--- src/rtl/nla_pkg.sv ---
// Shared types and defaults for the nonlinear-approximation request scheduler.
package nla_pkg;

  typedef enum logic [1:0] {
    IDLE  = 2'd0,
    ISSUE = 2'd1,
    WAIT  = 2'd2,
    RESP  = 2'd3
  } nla_state_e;

  localparam int NLA_NUM_REQ = 4;
  localparam int NLA_DATA_W  = 16;
  localparam int NLA_TIMEOUT = 64;
  localparam int NLA_ID_W    = $clog2(NLA_NUM_REQ);

  // Response record at the default geometry.
  typedef struct packed {
    logic [NLA_ID_W-1:0]   id;
    logic [NLA_DATA_W-1:0] data;
    logic                  err;
  } nla_resp_t;

endpackage

--- src/rtl/nla_rr_pick.sv ---
// Combinational rotating-priority picker: first valid index at or above ptr_i,
// wrapping modulo N.
module nla_rr_pick #(
  parameter int  N  = 4,
  localparam int IW = $clog2(N)
) (
  input  logic [N-1:0]  valid_i,
  input  logic [IW-1:0] ptr_i,
  output logic [N-1:0]  grant_o,
  output logic [IW-1:0] idx_o,
  output logic          any_o
);

  always_comb begin : pick
    logic found;
    int   j;
    grant_o = '0;
    idx_o   = '0;
    found   = 1'b0;
    j       = 0;
    for (int k = 0; k < N; k++) begin
      j = int'(ptr_i) + k;
      if (j >= N) j = j - N;
      if (!found && valid_i[j]) begin
        found      = 1'b1;
        grant_o[j] = 1'b1;
        idx_o      = IW'(j);
      end
    end
    any_o = |valid_i;
  end

endmodule

--- src/rtl/nla_req_scheduler.sv ---
// Round-robin front end sharing one nonlinear-approximation engine between
// NUM_REQ requesters, one evaluation in flight, with a watchdog abort.
module nla_req_scheduler
  import nla_pkg::*;
#(
  parameter int  NUM_REQ = NLA_NUM_REQ,
  parameter int  DATA_W  = NLA_DATA_W,
  parameter int  TIMEOUT = NLA_TIMEOUT,
  localparam int ID_W    = $clog2(NUM_REQ)
) (
  input  logic                      clk_i,
  input  logic                      rst_i,
  input  logic [NUM_REQ-1:0]        req_valid_i,
  output logic [NUM_REQ-1:0]        req_ready_o,
  input  logic [NUM_REQ*DATA_W-1:0] req_data_i,
  input  logic [NUM_REQ-1:0]        req_mode_i,
  output logic                      eng_start_o,
  output logic [DATA_W-1:0]         eng_data_o,
  output logic                      eng_mode_o,
  input  logic                      eng_busy_i,
  input  logic                      eng_done_i,
  input  logic [DATA_W-1:0]         eng_result_i,
  output logic                      resp_valid_o,
  input  logic                      resp_ready_i,
  output logic [ID_W-1:0]           resp_id_o,
  output logic [DATA_W-1:0]         resp_data_o,
  output logic                      resp_err_o,
  output logic                      busy_o
);

  localparam int TMR_W = $clog2(TIMEOUT);

  typedef struct packed {
    logic [ID_W-1:0]   id;
    logic [DATA_W-1:0] data;
    logic              err;
  } resp_t;

  nla_state_e        state_q, state_d;
  logic [ID_W-1:0]   rr_q, rr_d;
  logic [TMR_W-1:0]  timer_q, timer_d;
  logic [DATA_W-1:0] cap_data_q, cap_data_d;
  logic              cap_mode_q, cap_mode_d;
  logic [ID_W-1:0]   cap_id_q, cap_id_d;
  resp_t             resp_q, resp_d;

  logic [NUM_REQ-1:0] pick_grant;
  logic [ID_W-1:0]    pick_idx;
  logic               pick_any;

  nla_rr_pick #(.N(NUM_REQ)) u_pick (
    .valid_i (req_valid_i),
    .ptr_i   (rr_q),
    .grant_o (pick_grant),
    .idx_o   (pick_idx),
    .any_o   (pick_any)
  );

  always_comb begin
    state_d      = state_q;
    rr_d         = rr_q;
    timer_d      = timer_q;
    cap_data_d   = cap_data_q;
    cap_mode_d   = cap_mode_q;
    cap_id_d     = cap_id_q;
    resp_d       = resp_q;
    req_ready_o  = '0;
    eng_start_o  = 1'b0;
    resp_valid_o = 1'b0;
    unique case (state_q)
      IDLE: begin
        // No grant while reset is held: the handshake would be lost.
        if (!rst_i && !eng_busy_i && pick_any) begin
          req_ready_o = pick_grant;
          cap_data_d  = req_data_i[int'(pick_idx)*DATA_W +: DATA_W];
          cap_mode_d  = req_mode_i[pick_idx];
          cap_id_d    = pick_idx;
          rr_d        = (pick_idx == ID_W'(NUM_REQ-1)) ? '0 : pick_idx + 1'b1;
          state_d     = ISSUE;
        end
      end
      ISSUE: begin
        eng_start_o = 1'b1;
        timer_d     = '0;
        state_d     = WAIT;
      end
      WAIT: begin
        timer_d = timer_q + 1'b1;
        // A done arriving on the timeout cycle still counts as success.
        if (eng_done_i) begin
          resp_d  = '{id: cap_id_q, data: eng_result_i, err: 1'b0};
          state_d = RESP;
        end else if (timer_q == TMR_W'(TIMEOUT-1)) begin
          resp_d  = '{id: cap_id_q, data: '0, err: 1'b1};
          state_d = RESP;
        end
      end
      RESP: begin
        resp_valid_o = 1'b1;
        if (resp_ready_i) state_d = IDLE;
      end
      default: state_d = IDLE;
    endcase
  end

  always_ff @(posedge clk_i) begin
    if (rst_i) begin
      state_q    <= IDLE;
      rr_q       <= '0;
      timer_q    <= '0;
      cap_data_q <= '0;
      cap_mode_q <= 1'b0;
      cap_id_q   <= '0;
      resp_q     <= '0;
    end else begin
      state_q    <= state_d;
      rr_q       <= rr_d;
      timer_q    <= timer_d;
      cap_data_q <= cap_data_d;
      cap_mode_q <= cap_mode_d;
      cap_id_q   <= cap_id_d;
      resp_q     <= resp_d;
    end
  end

  assign eng_data_o  = cap_data_q;
  assign eng_mode_o  = cap_mode_q;
  assign resp_id_o   = resp_q.id;
  assign resp_data_o = resp_q.data;
  assign resp_err_o  = resp_q.err;
  assign busy_o      = (state_q != IDLE);

endmodule
--- config.mk ---
export PLATFORM = sky130hd
export DESIGN_NAME = nla_req_scheduler
export DESIGN_NICKNAME = d
export VERILOG_FILES = /design/src/rtl/nla_pkg.sv /design/src/rtl/nla_rr_pick.sv /design/src/rtl/nla_req_scheduler.sv
export SDC_FILE = /design/constraint.sdc
export NUM_CORES = 1
export LEC_CHECK = 0
export CAP_MARGIN = 30
export CORE_ASPECT_RATIO = 0.75
export CORE_MARGIN = 1.5
export CORE_UTILIZATION = 25
export CTS_BUF_LIST = sky130_fd_sc_hd__clkbuf_8
export CTS_CLUSTER_DIAMETER = 30
export DETAILED_ROUTE_END_ITERATION = 16
export PLACE_DENSITY_LB_ADDON = 0.12
export SYNTH_ARGS = -nofsm -noshare
export SYNTH_HDL_FRONTEND = slang
export SYNTH_HIERARCHICAL = 1
export SYNTH_SLANG_ARGS = --single-unit
export TNS_END_PERCENT = 10
--- constraint.sdc ---
create_clock -name clk_i -period 4 [get_ports clk_i]
set_input_delay 0.6 -clock clk_i [delete_from_list [all_inputs] [get_ports clk_i]]
set_output_delay 0.6 -clock clk_i [all_outputs]
set_load 0.02 [all_outputs]
# Word-level counts from Yosys, hierarchy flattened
# Cells that the tools add are included.
# totals
register_bits,48
input_bits,93
out_inout_bits,43
word_cells,115
# op_classes
n_addsub,9
n_lt_le_gt_ge,13
eq_ne,8
n_shift,1
muxes,50
bitwise,3
reduce_logical,22
# op_table
op,n
"32-bit by 1-bit >= comparator with 1-bit output, second input constant",4
"32-bit by 4-bit < comparator with 1-bit output, second input constant",4
32-bit 2-to-1 mux,4
"32-bit by 4-bit >= comparator with 1-bit output, second input constant",3
"32-bit by 4-bit subtractor with 32-bit output, second input constant",3
64-bit by 7-bit variable part select with 16-bit output,1
19-bit 2-to-1 mux,2
4-bit 2-to-1 mux,6
1-bit 2-to-1 mux,18
2-bit 2-to-1 mux,9
4-bit OR,3
6-bit one-hot mux with 2 select lines,1
1-bit binary-select mux with 2-bit select,5
1-bit logical AND,9
1-bit demux with 2-bit select,4
2-bit one-hot mux with 4 select lines,1
"2-bit by 2-bit adder with 3-bit output, second input constant",2
"6-bit by 1-bit adder with 6-bit output, second input constant",1
"2-bit == test, second input constant",3
"6-bit == test, second input constant",1
2-bit nonzero test,3
1-bit zero test,5
"2-bit inequality test, second input constant",2
2-bit AND reduction,2
10 further kinds,10

# Longest topological paths before layout
# Gate-level depths: netlist (run 1).
# logic_depth
depth_word,17
depth_mapped,14

# Hierarchy
# The synthesis (run 1) kept the hierarchy.
# by_module_without_submodules
mod,n_inst,cells_per_inst,area_each_um2
nla_req_scheduler,1,256,2377.3
nla_rr_pick,1,54,483.0

# Least setup slack after synthesis (run 1)
# No wires, ideal clock.
# synth_path
kind,register to register
start,register rr_q[1]
end,"register cap_data_q[10], in the netlist eng_data_o[10]"
setup_time_ns,0.132
arrival_time_ns,2.822
required_ns,3.868
path_slack_ns,1.046
stages_incl_launch_ff,14
path_buffers,4
period_less_slack_ns,2.954
path_cell_list,dfxtp_1 -> clkbuf_2 -> inv_1 -> ha_1 -> buf_4 -> mux4_2 -> nor2b_4 -> o21ai_0 -> o31ai_1 -> buf_6 -> buf_12 -> mux4_2 -> nand2_1 -> a21oi_1
# synth_between
elab_chain_cells,16
word_cells_on_any_way,41
classes_between,7 x add/sub; 4 x order compare; 1 x shift; 23 x mux; 6 x reduce/logical
# synth_rtl
element,line_no,rtl
"start, declared",nla_req_scheduler.sv:40,"logic [ID_W-1:0] rr_q, rr_d;"
"start signal, assigned",nla_req_scheduler.sv:117,rr_q <= rr_d;
branches (longest 14 deep; another with 32-bit by 4-bit subtractor with 32-bit output),n/a,
2-bit 2-to-1 mux (*),nla_rr_pick.sv:24,if (!found && valid_i[j]) begin
named net pick_idx[0],nla_req_scheduler.sv:48,logic [ID_W-1:0] pick_idx;
64-bit by 7-bit variable part select with 16-bit output (*),nla_req_scheduler.sv:75,cap_data_d = req_data_i[int'(pick_idx)*DATA_W +: DATA_W];
"end signal, assigned",nla_req_scheduler.sv:119,cap_data_q <= cap_data_d;
"end, declared",nla_req_scheduler.sv:42,"logic [DATA_W-1:0] cap_data_q, cap_data_d;"
# Mark *: on every way through the listed nets, which the timed path passes. The select of a mux whose other input is x is not followed.
# A chain may end at the register's enable or synchronous reset.

# Worst setup path after layout (run 1)
# layout_path
start,input port req_valid_i[3]
end,output port req_ready_o[2]
# layout_between
elab_chain_cells,15
word_cells_on_any_way,32
classes_between,21 x mux; 3 x bitwise; 8 x reduce/logical
# layout_rtl
element,line_no,rtl
"start, declared",nla_req_scheduler.sv:13,"input logic [NUM_REQ-1:0] req_valid_i,"
1-bit binary-select mux with 2-bit select,nla_rr_pick.sv:24,
1-bit 2-to-1 mux (not written as such) (2 in a row),nla_rr_pick.sv:24,
1-bit 2-to-1 mux,nla_rr_pick.sv:24,
1-bit zero test,nla_rr_pick.sv:24,
1-bit logical AND,nla_rr_pick.sv:24,
1-bit 2-to-1 mux,nla_rr_pick.sv:24,
1-bit zero test,nla_rr_pick.sv:24,
1-bit logical AND,nla_rr_pick.sv:24,
1-bit 2-to-1 mux,nla_rr_pick.sv:24,
1-bit zero test,nla_rr_pick.sv:24,
1-bit logical AND,nla_rr_pick.sv:24,
4-bit 2-to-1 mux (*),nla_rr_pick.sv:24,
named net pick_grant[2],nla_req_scheduler.sv:47,logic [NUM_REQ-1:0] pick_grant;
4-bit 2-to-1 mux (*),nla_req_scheduler.sv:73,if (!rst_i && !eng_busy_i && pick_any) begin
4-bit 2-to-1 mux (*),nla_req_scheduler.sv:70,unique case (state_q)
"end, declared",nla_req_scheduler.sv:14,"output logic [NUM_REQ-1:0] req_ready_o,"
# Mark *: on every way through the listed nets, which the timed path passes. The rest lies on a longest branch. The select of a mux whose other input is x is not followed.

==> results by stage, run 1 <==
Floorplanning:
- The die boundary height is about 96 um.
- For this configuration, the core starts out at a cell density of approximately a quarter.
- The number of ports placed on the die boundary is about 140.
- The die area is about 0.012 sq mm.
- The die is between 100 and 150 um wide.
- The number of placement rows is 33.
- The core region is roughly 0.011 sq mm.

Timing:
- After layout, the minimum clock period comes to 3.68 ns.
- The clock skew is between 0.006 and 0.007 ns.
- The pin slew with the least headroom to its limit is 0.713 ns.
- The final critical path takes up 92.0% of the cycle.
- The number of max-slew violations in the final report is 0.
- Setup repair after global routing left no endpoint under its margin.
- For the final routed database, the setup TNS stands at 0 ns.
- Measured against its own limit, the worst slew margin works out to 52.4%.
- Setup slack on the critical path of the routed design comes to ~0.32 ns.
- The final hold violation count is 0.
- Setup violations remaining at the end of the flow were counted as 0.
- The maximum clock frequency is between 0.2 and 0.3 GHz.

Clock network:
- Counting every sink on the clock net gives between 40 and 50.
- TritonCTS built the clock tree.
- The later pin in the worst-skew pair is clocked with a latency of approximately 0.31 ns.
- Clock-pin slew was measured on the worst setup and hold paths at about 0.090 ns.
- In this run the post-CTS setup repair buffer count came out at 0.
- The H-tree was split into 2 levels.
- The count of hold-fix buffers inserted at cts is 0.
- The longest clock path from root to sink contains 2 buffers.
- Counting the buffers created by CTS gives 5.
- The CTS root buffer is sky130_fd_sc_hd__clkbuf_8.
- Gates resized during post-CTS repair numbered 0.

Yosys:
- The number of nets in the synthesized netlist is between 400 and 500.
- The synthesized instance count is between 300 and 400.
- Yosys printed 6 warnings.
- The total standard cell area after synthesis is ~0.0029 sq mm.
- The synthesized flop and latch total is 48.
- The count of unique library cells instantiated by Yosys is between 40 and 50.
- The sequential area share after synthesis is 33.6%.
- After synthesis, the mean cell area works out to 9.23 sq um.

Power and ir drop:
- For this design the static power due to leakage is roughly 1.6 nW.
- The clock share of power is roughly 20%.
- VDD sags by at most around 0.15 mV.
- Sequential cells burn 27.4% of the power.
- Internal power comes to 1.35 mW.
- The share of total power dissipated in combinational logic is 52.4%.
- For this design the total switching power over the nets is between 700 and 800 uW.
- For this design the ratio of total power to cell area is 480 mW/mm^2.
- The post-route total power is ~2.1 mW.
- In this run switching power makes up a little over a third of total power.

Detailed routing:
- The total number of vias is ~2,700.
- The post-detailed-route wirelength per cell is 15.2 um.
- After detailed routing, the number of vias per cell comes to between 4 and 5.
- The post-route DRC violation count is 0.
- The number of antenna-violating nets in the routed design is 0.
- The detailed router finished its first iteration with around 130 violations.
- After detailed routing, the total wire length is ~8.7 mm.
- The first TritonRoute pass finished after 6 iterations.

Global routing:
- The number of global-route vias before repair came to 2,699.
- The first global-routing pass estimated about 14 mm of wire.
- The global-route total usage across every layer is 14.5%.
- The pin count of the biggest net entering global routing is 47.
- The number of antenna violations at the first check in global routing came to 0.
- The aggregate global routing overflow is 0.

Placement:
- After detailed placement, the total cell area comes to 0.00430 sq mm.
- The estimated wirelength of the detail-placed design is 6.44 mm.
- The number of I/O port buffers is 135.
- At the end of routability-driven placement, the weighted congestion stood at 0.792.
- The pre-CTS setup slack is ~0.25 ns.

Finish:
- From synthesis to final layout, the design area changed by 55.2%.
- Summing all non-filler instances in the final layout gives an area of ~0.0044 sq mm.
- The net count reported at finish is 540.
- The library cells used most frequently in the layout, excluding fill and tap cells, are sky130_fd_sc_hd__clkdlybuf4s50_1 (134), sky130_fd_sc_hd__nand2_1 (63), sky130_fd_sc_hd__dfxtp_1 (48).
- The number of antenna diodes is 0.
- Leaving out fill and tap cells, the most frequent cell in the layout is sky130_fd_sc_hd__clkdlybuf4s50_1.
- In the final layout, the share of cells above drive strength 1 is about 8%.

Critical path:
- STA classifies the critical path endpoint as a primary output.
- The endpoint required time on the critical path is 3.40 ns.
- The nature of the critical path startpoint is an input port.
- The worst setup path is of the in2out kind.
- The arrival time of data at the critical path endpoint is 3.08 ns.
- The maximum net fanout on the critical path is 12.

Worst hold path:
- The path class of the tightest hold or removal check is reg2reg.

Outcome:
- The run finished with clean final reports.

Run:
- The number of max-capacitance violations reported is 0.
[flip-flops by register name, indices dropped and copies added (netlist names)]
signal       flops
eng_data_o      16
state_q          2
resp_data_o     16
cap_id_q         2
resp_err_o       1
rr_q             2
eng_mode_o       1
resp_id_o        2
timer_q          6
[logic make-up after synthesis]
| kind of cell | Yosys count | synth area share, % |
|---|---|---|
| AO/OA/AOI/OAI | 86 | 17.5 |
| XOR/XNOR | 3 | 0.919 |
| adder cells (fa/ha/maj) | 14 | 6.12 |
| buffers and inverters | 34 | 6.21 |
| flip-flops | 48 | 33.6 |
| multiplexers | 24 | 18.9 |
| AND/OR/NAND/NOR | 101 | 16.7 |
[final cells by class]
| class | instances | area (sq um) |
|---|---|---|
| clock buffers | 5 | 68.8 |
| clock inverters | 3 | 68.8 |
| fillers | 1111 | 6590 |
| inverters | 8 | 30.0 |
| multi-input cells | 228 | 1740 |
| flip-flops and latches | 48 | 961 |
| well taps | 140 | 175 |
| repair buffers | 142 | 1400 |
[routing by layer]
layer / vias up / global-route usage (%) / wire (um)
met2: 98 / 22.1 / 3640
met3: 5 / 4.66 / 714
met1: 1273 / 19.9 / 4300
met4: 0 / 3.45 / 52
met5: - / 0 / 0
li1: 1356 / - / -
[metrics by stage]
step | cells | hold WS (ns) | utilization, %
finish | 574 | 0.457 | 40.3
global route | 574 | 0.483 | 40.3
CTS | 574 | 0.462 | 40.3
detailed placement | 566 | 0.448 | 39.0
global placement | 566 | 0.443 | 39.0
floorplan | 310 | 0.436 | -
[critical path, cell delays in order]
cell and delay [ns]:
sky130_fd_sc_hd__clkdlybuf4s50_1 0.54, sky130_fd_sc_hd__mux4_2 0.68, sky130_fd_sc_hd__nor3_4 0.31, sky130_fd_sc_hd__a22oi_1 0.10, sky130_fd_sc_hd__o21ai_0 0.08, sky130_fd_sc_hd__and2_1 0.16, sky130_fd_sc_hd__clkdlybuf4s50_1 0.60
[Yosys cell counts, drive strengths merged]
master | instances | area share (%)
o21ai | 25 | 4.4
a31oi | 2 | 0.96
or3 | 2 | 0.44
nand2 | 64 | 8.5
nand2b | 5 | 1.4
inv | 8 | 1.0
nand3 | 3 | 0.52
clkbuf | 13 | 1.8
o211ai | 1 | 0.26
and3 | 2 | 0.44
o21a | 2 | 0.52
a211oi | 1 | 0.26
a21o | 2 | 0.52
buf | 13 | 3.3
nor3 | 2 | 0.74
ha | 14 | 6.1
mux2i | 2 | 0.70
a22oi | 8 | 2.1
xor2 | 3 | 0.92
nor2 | 9 | 1.2
a21oi | 42 | 7.3
o31ai | 1 | 0.26
mux4 | 21 | 18
and2 | 5 | 1.1
or4 | 1 | 0.26
nor2b | 2 | 0.70
a221oi | 1 | 0.52
nand3b | 4 | 1.0
mux2 | 1 | 0.39
a32o | 1 | 0.35
dfxtp | 48 | 34
nand4 | 2 | 0.44
[power by group through the flow]
stage	Sequential, mW	Clock, mW	Combinational, mW
after floorplan	0.655	0	0.714
after global placement	0.594	0	1.12
after detailed placement	0.596	0	1.13
after CTS	0.585	0.452	1.14
after global routing	0.594	0.473	1.23
final	0.584	0.430	1.12
[worst paths after layout]
| kind | endpoint | startpoint | depth (start not counted) | slack (ns) |
|---|---|---|---|---|
| max | req_ready_o[2] | req_valid_i[3] | 7 | 0.32 |
| min | eng_data_o[7] | eng_data_o[7] | 2 | 0.46 |
| max reg2reg | eng_data_o[6] | rr_q[1] | 9 | 0.75 |
| min reg2reg | eng_data_o[7] | eng_data_o[7] | 2 | 0.46 |
(Power assumes the default switching activity.)
==> run 2, diff against run 1 <==
--- a/config.mk
+++ b/config.mk
@@ -11,6 +11,7 @@
 export CORE_UTILIZATION = 25
 export CTS_BUF_LIST = sky130_fd_sc_hd__clkbuf_8
 export CTS_CLUSTER_DIAMETER = 30
+export CTS_CLUSTER_SIZE = 8
 export DETAILED_ROUTE_END_ITERATION = 16
 export PLACE_DENSITY_LB_ADDON = 0.12
 export SYNTH_ARGS = -nofsm -noshare
==> results of run 2 <==
No change in the layout: final DEF, timing and power equal those of run 1.
==> run 3, diff against run 2 <==
==> constraint.sdc (replaced) <==
create_clock -name clk_i -period 4.6 [get_ports clk_i]
set_input_delay 0.69 -clock clk_i [delete_from_list [all_inputs] [get_ports clk_i]]
set_output_delay 0.69 -clock clk_i [all_outputs]
set_load 0.02 [all_outputs]
==> run 3 against run 2 <==
Against the previous run: combinational power shrank 13%; utilization shrank 0.27 points; sequential power shrank 13%; clock-buffer cell count is the same; register-to-register slack gained 0.46 ns; critical endpoint is now req_ready_o[1]; largest cell class unchanged; largest power group unchanged.
==> results by stage, run 3 (same netlist as run 1, synthesis figures left out) <==
Outcome:
- The flow ran to the end, and the final reports show no timing, DRC or antenna violations.

Global routing:
- The first global-routing pass estimated between 10 and 15 mm of wire.
- The global-route total usage across every layer is ~14%.
- The number of antenna violations at the first check in global routing is 0.
- Entering global routing, the biggest net connects 47 pins.
- The aggregate global routing overflow is 0.
- The number of global-route vias before repair is ~2,600.

Finish:
- The commonest non-fill, non-tap cell in the layout is sky130_fd_sc_hd__clkdlybuf4s50_1.
- Of the cells placed in the final design, the portion with a size suffix greater than 1 is just under 8%.
- Relative to the synthesized area, the layout overhead comes to 54.1%.
- The final core area utilization is around 40%.
- The net count reported at finish is roughly 540.
- The post-layout instance count excluding filler cells is around 570.
- The top cell types in the final layout, fill and taps aside, are sky130_fd_sc_hd__clkdlybuf4s50_1 (134), sky130_fd_sc_hd__nand2_1 (63), sky130_fd_sc_hd__dfxtp_1 (48).
- The repair_antennas step left the layout with diodes totalling 0.

Detailed routing:
- Using the TritonRoute via totals, the vias-per-cell ratio works out to between 4 and 5.
- The post-route DRC violation count is 0.
- The initial detailed-routing violation count is ~140.
- The number of antenna-violating nets in the routed design is 0.
- The length of the first detailed-routing pass in iterations is 4.
- For this block, the routed nets add up to 8.69 mm of wire.
- The post-detailed-route wirelength per cell is about 15 um.
- The final route contains roughly 2,800 vias.

Timing:
- Final hold analysis gives a worst-case slack of 0.458 ns.
- The final-layout setup total negative slack is 0 ns.
- The clock skew is ~0.0084 ns.
- The remaining max-slew budget at the tightest pin is between 40% and 50%.
- The number of max-slew violations in the final report is 0.
- Setup repair after global routing left no endpoint under its margin.
- The final hold violation count is 0.
- The final worst slack is around 0.7 ns.
- The maximum clock frequency is between 0.2 and 0.3 GHz.
- Subtracting the final worst setup slack from the clock period gives about 3.9 ns.
- The pin slew with the least headroom to its limit is between 0.8 and 0.9 ns.
- Setup violations remaining at the end of the flow were counted as 0.
- The worst path uses approximately 84% of the clock period.

Floorplanning:
- The effective utilization at floorplan is between 20% and 30%.
- The die boundary height is about 96 um.
- The total core area is 0.0110 sq mm.
- The floorplan has 33 rows.
- The die is ~130 um wide.
- For this design the top-level I/O count stands at ~140.
- The die covers 0.0121 sq mm.

Clock network:
- The number of hold buffers added after CTS was 0.
- Clock tree synthesis found a total of 48 sinks.
- TritonCTS built the clock tree.
- The quantity of gates resized following cts is 0.
- Clock latency on the worst-skew pair, taken at its later pin, is ~0.31 ns.
- In this run the deepest clock path goes through 2 buffers.
- The setup fix buffers added after clock tree synthesis is 0.
- Clock-pin slew was measured on the worst setup and hold paths at approximately 0.09 ns.
- The CTS buffer count is 5.
- The CTS root buffer is sky130_fd_sc_hd__clkbuf_8.
- The H-tree depth is 2.

Power and ir drop:
- The worst IR drop on VDD is between 0.1 and 0.15 mV.
- The standby leakage power is between 1.5 and 2 nW.
- In this run the power density over the cells is 409 mW/mm^2.

Critical path:
- The category of the worst setup path capture point is a primary output.
- The nature of the critical path startpoint is an input port.
- The worst stage delay on the critical path is roughly 0.68 ns.
- For the worst setup path, the data required time is 3.91 ns.
- The number of cells on the worst reg-to-reg path is 11.
- The endpoint identified for the worst register-to-register timing path is eng_data_o[14].
- In this run the register-to-register setup slack is 1.21 ns.
- The family with the most delay on the worst path is buffers and inverters.
- The cell repeated most along the worst path is sky130_fd_sc_hd__clkdlybuf4s50_1.
- The buffers plus inverters on the worst setup path is 2.
- The number of cells on the critical path is 7.
- The worst flop-to-flop path startpoint is rr_q[1].
- On the critical path, the stage with the largest delay is an instance of sky130_fd_sc_hd__mux4_2.
- Data on the critical path arrives at its endpoint at between 3 and 4 ns.
- Along the worst path, the maximum fanout reaches 12.
- The path type of the worst setup path is in2out.
- Traced cell by cell, the critical path runs through clkdlybuf4s50_1, mux4_2, nor3_4, a22oi_1, o21ai_0, and2_1, clkdlybuf4s50_1.

Placement:
- The number of cells after detailed placement is around 570.
- The routability congestion estimate is a little under 0.8.
- The number of I/O port buffers is 135.
- The HPWL after detailed placement is around 6.3 mm.
- The pre-CTS setup slack is ~0.75 ns.

Run:
- Across the run, the number of max-cap violations was 0.

Worst hold path:
- The classification of the worst-slack hold path is reg2reg.
- The origin of the worst min-delay path is eng_data_o[7].
- The worst hold path terminates at eng_data_o[7].
- The cell depth of the worst min-delay path is 2.
[run 3: layer usage]
| layer | global-route usage (%) | share of wire, % |
|---|---|---|
| met3 | 5.05 | 8.2 |
| met2 | 21.8 | 43 |
| met1 | 18.5 | 48 |
| met4 | 3.35 | 0.78 |
| met5 | 0 | 0 |
[run 3: how the worst max path moves through the flow]
| stage | from | slack [ns] | endpoint |
|---|---|---|---|
| floorplan | rr_q[1] | 1.65 | eng_data_o[10] |
| global placement | req_valid_i[3] | 0.80 | req_ready_o[1] |
| detailed placement | req_valid_i[3] | 0.75 | req_ready_o[1] |
| CTS | req_valid_i[3] | 0.72 | req_ready_o[1] |
| global route | req_valid_i[3] | 0.63 | req_ready_o[1] |
| finish | req_valid_i[3] | 0.72 | req_ready_o[1] |
[run 3: cell type report]
type / instances / area (sq um)
well taps: 140 / 175
multi-input cells: 228 / 1740
inverters: 8 / 30.0
clock buffers: 5 / 68.8
flip-flops and latches: 48 / 961
clock inverters: 3 / 46.3
repair buffers: 141 / 1390
fillers: 1118 / 6620
[run 3: worst register-to-register path, stage by stage (launching register included)]
cell and delay [ns]:
sky130_fd_sc_hd__dfxtp_1 0.32, sky130_fd_sc_hd__buf_4 0.19, sky130_fd_sc_hd__inv_1 0.13, sky130_fd_sc_hd__ha_1 0.45, sky130_fd_sc_hd__mux4_2 0.48, sky130_fd_sc_hd__nor2b_4 0.22, sky130_fd_sc_hd__nand2_2 0.06, sky130_fd_sc_hd__a31oi_1 0.17
sky130_fd_sc_hd__a21o_1 0.67, sky130_fd_sc_hd__mux4_2 0.42, sky130_fd_sc_hd__nand2_1 0.09, sky130_fd_sc_hd__a21oi_1 0.06
[run 3: stage by stage]
| step | area [sq um] | power, mW |
|---|---|---|
| 2_1_floorplan | 2860 | 1.19 |
| 3_3_place_gp | 4290 | 1.49 |
| 3_5_place_dp | 4290 | 1.50 |
| 4_1_cts | 4410 | 1.83 |
| 5_1_grt | 4410 | 1.93 |
| 6_report | 4410 | 1.80 |
[run 3: power breakdown]
part           internal (mW)  switching, mW  total (mW)
registers              0.474         0.0324       0.506
logic                  0.477          0.498       0.975
clock network          0.164          0.160       0.324
total                   1.11          0.690        1.80
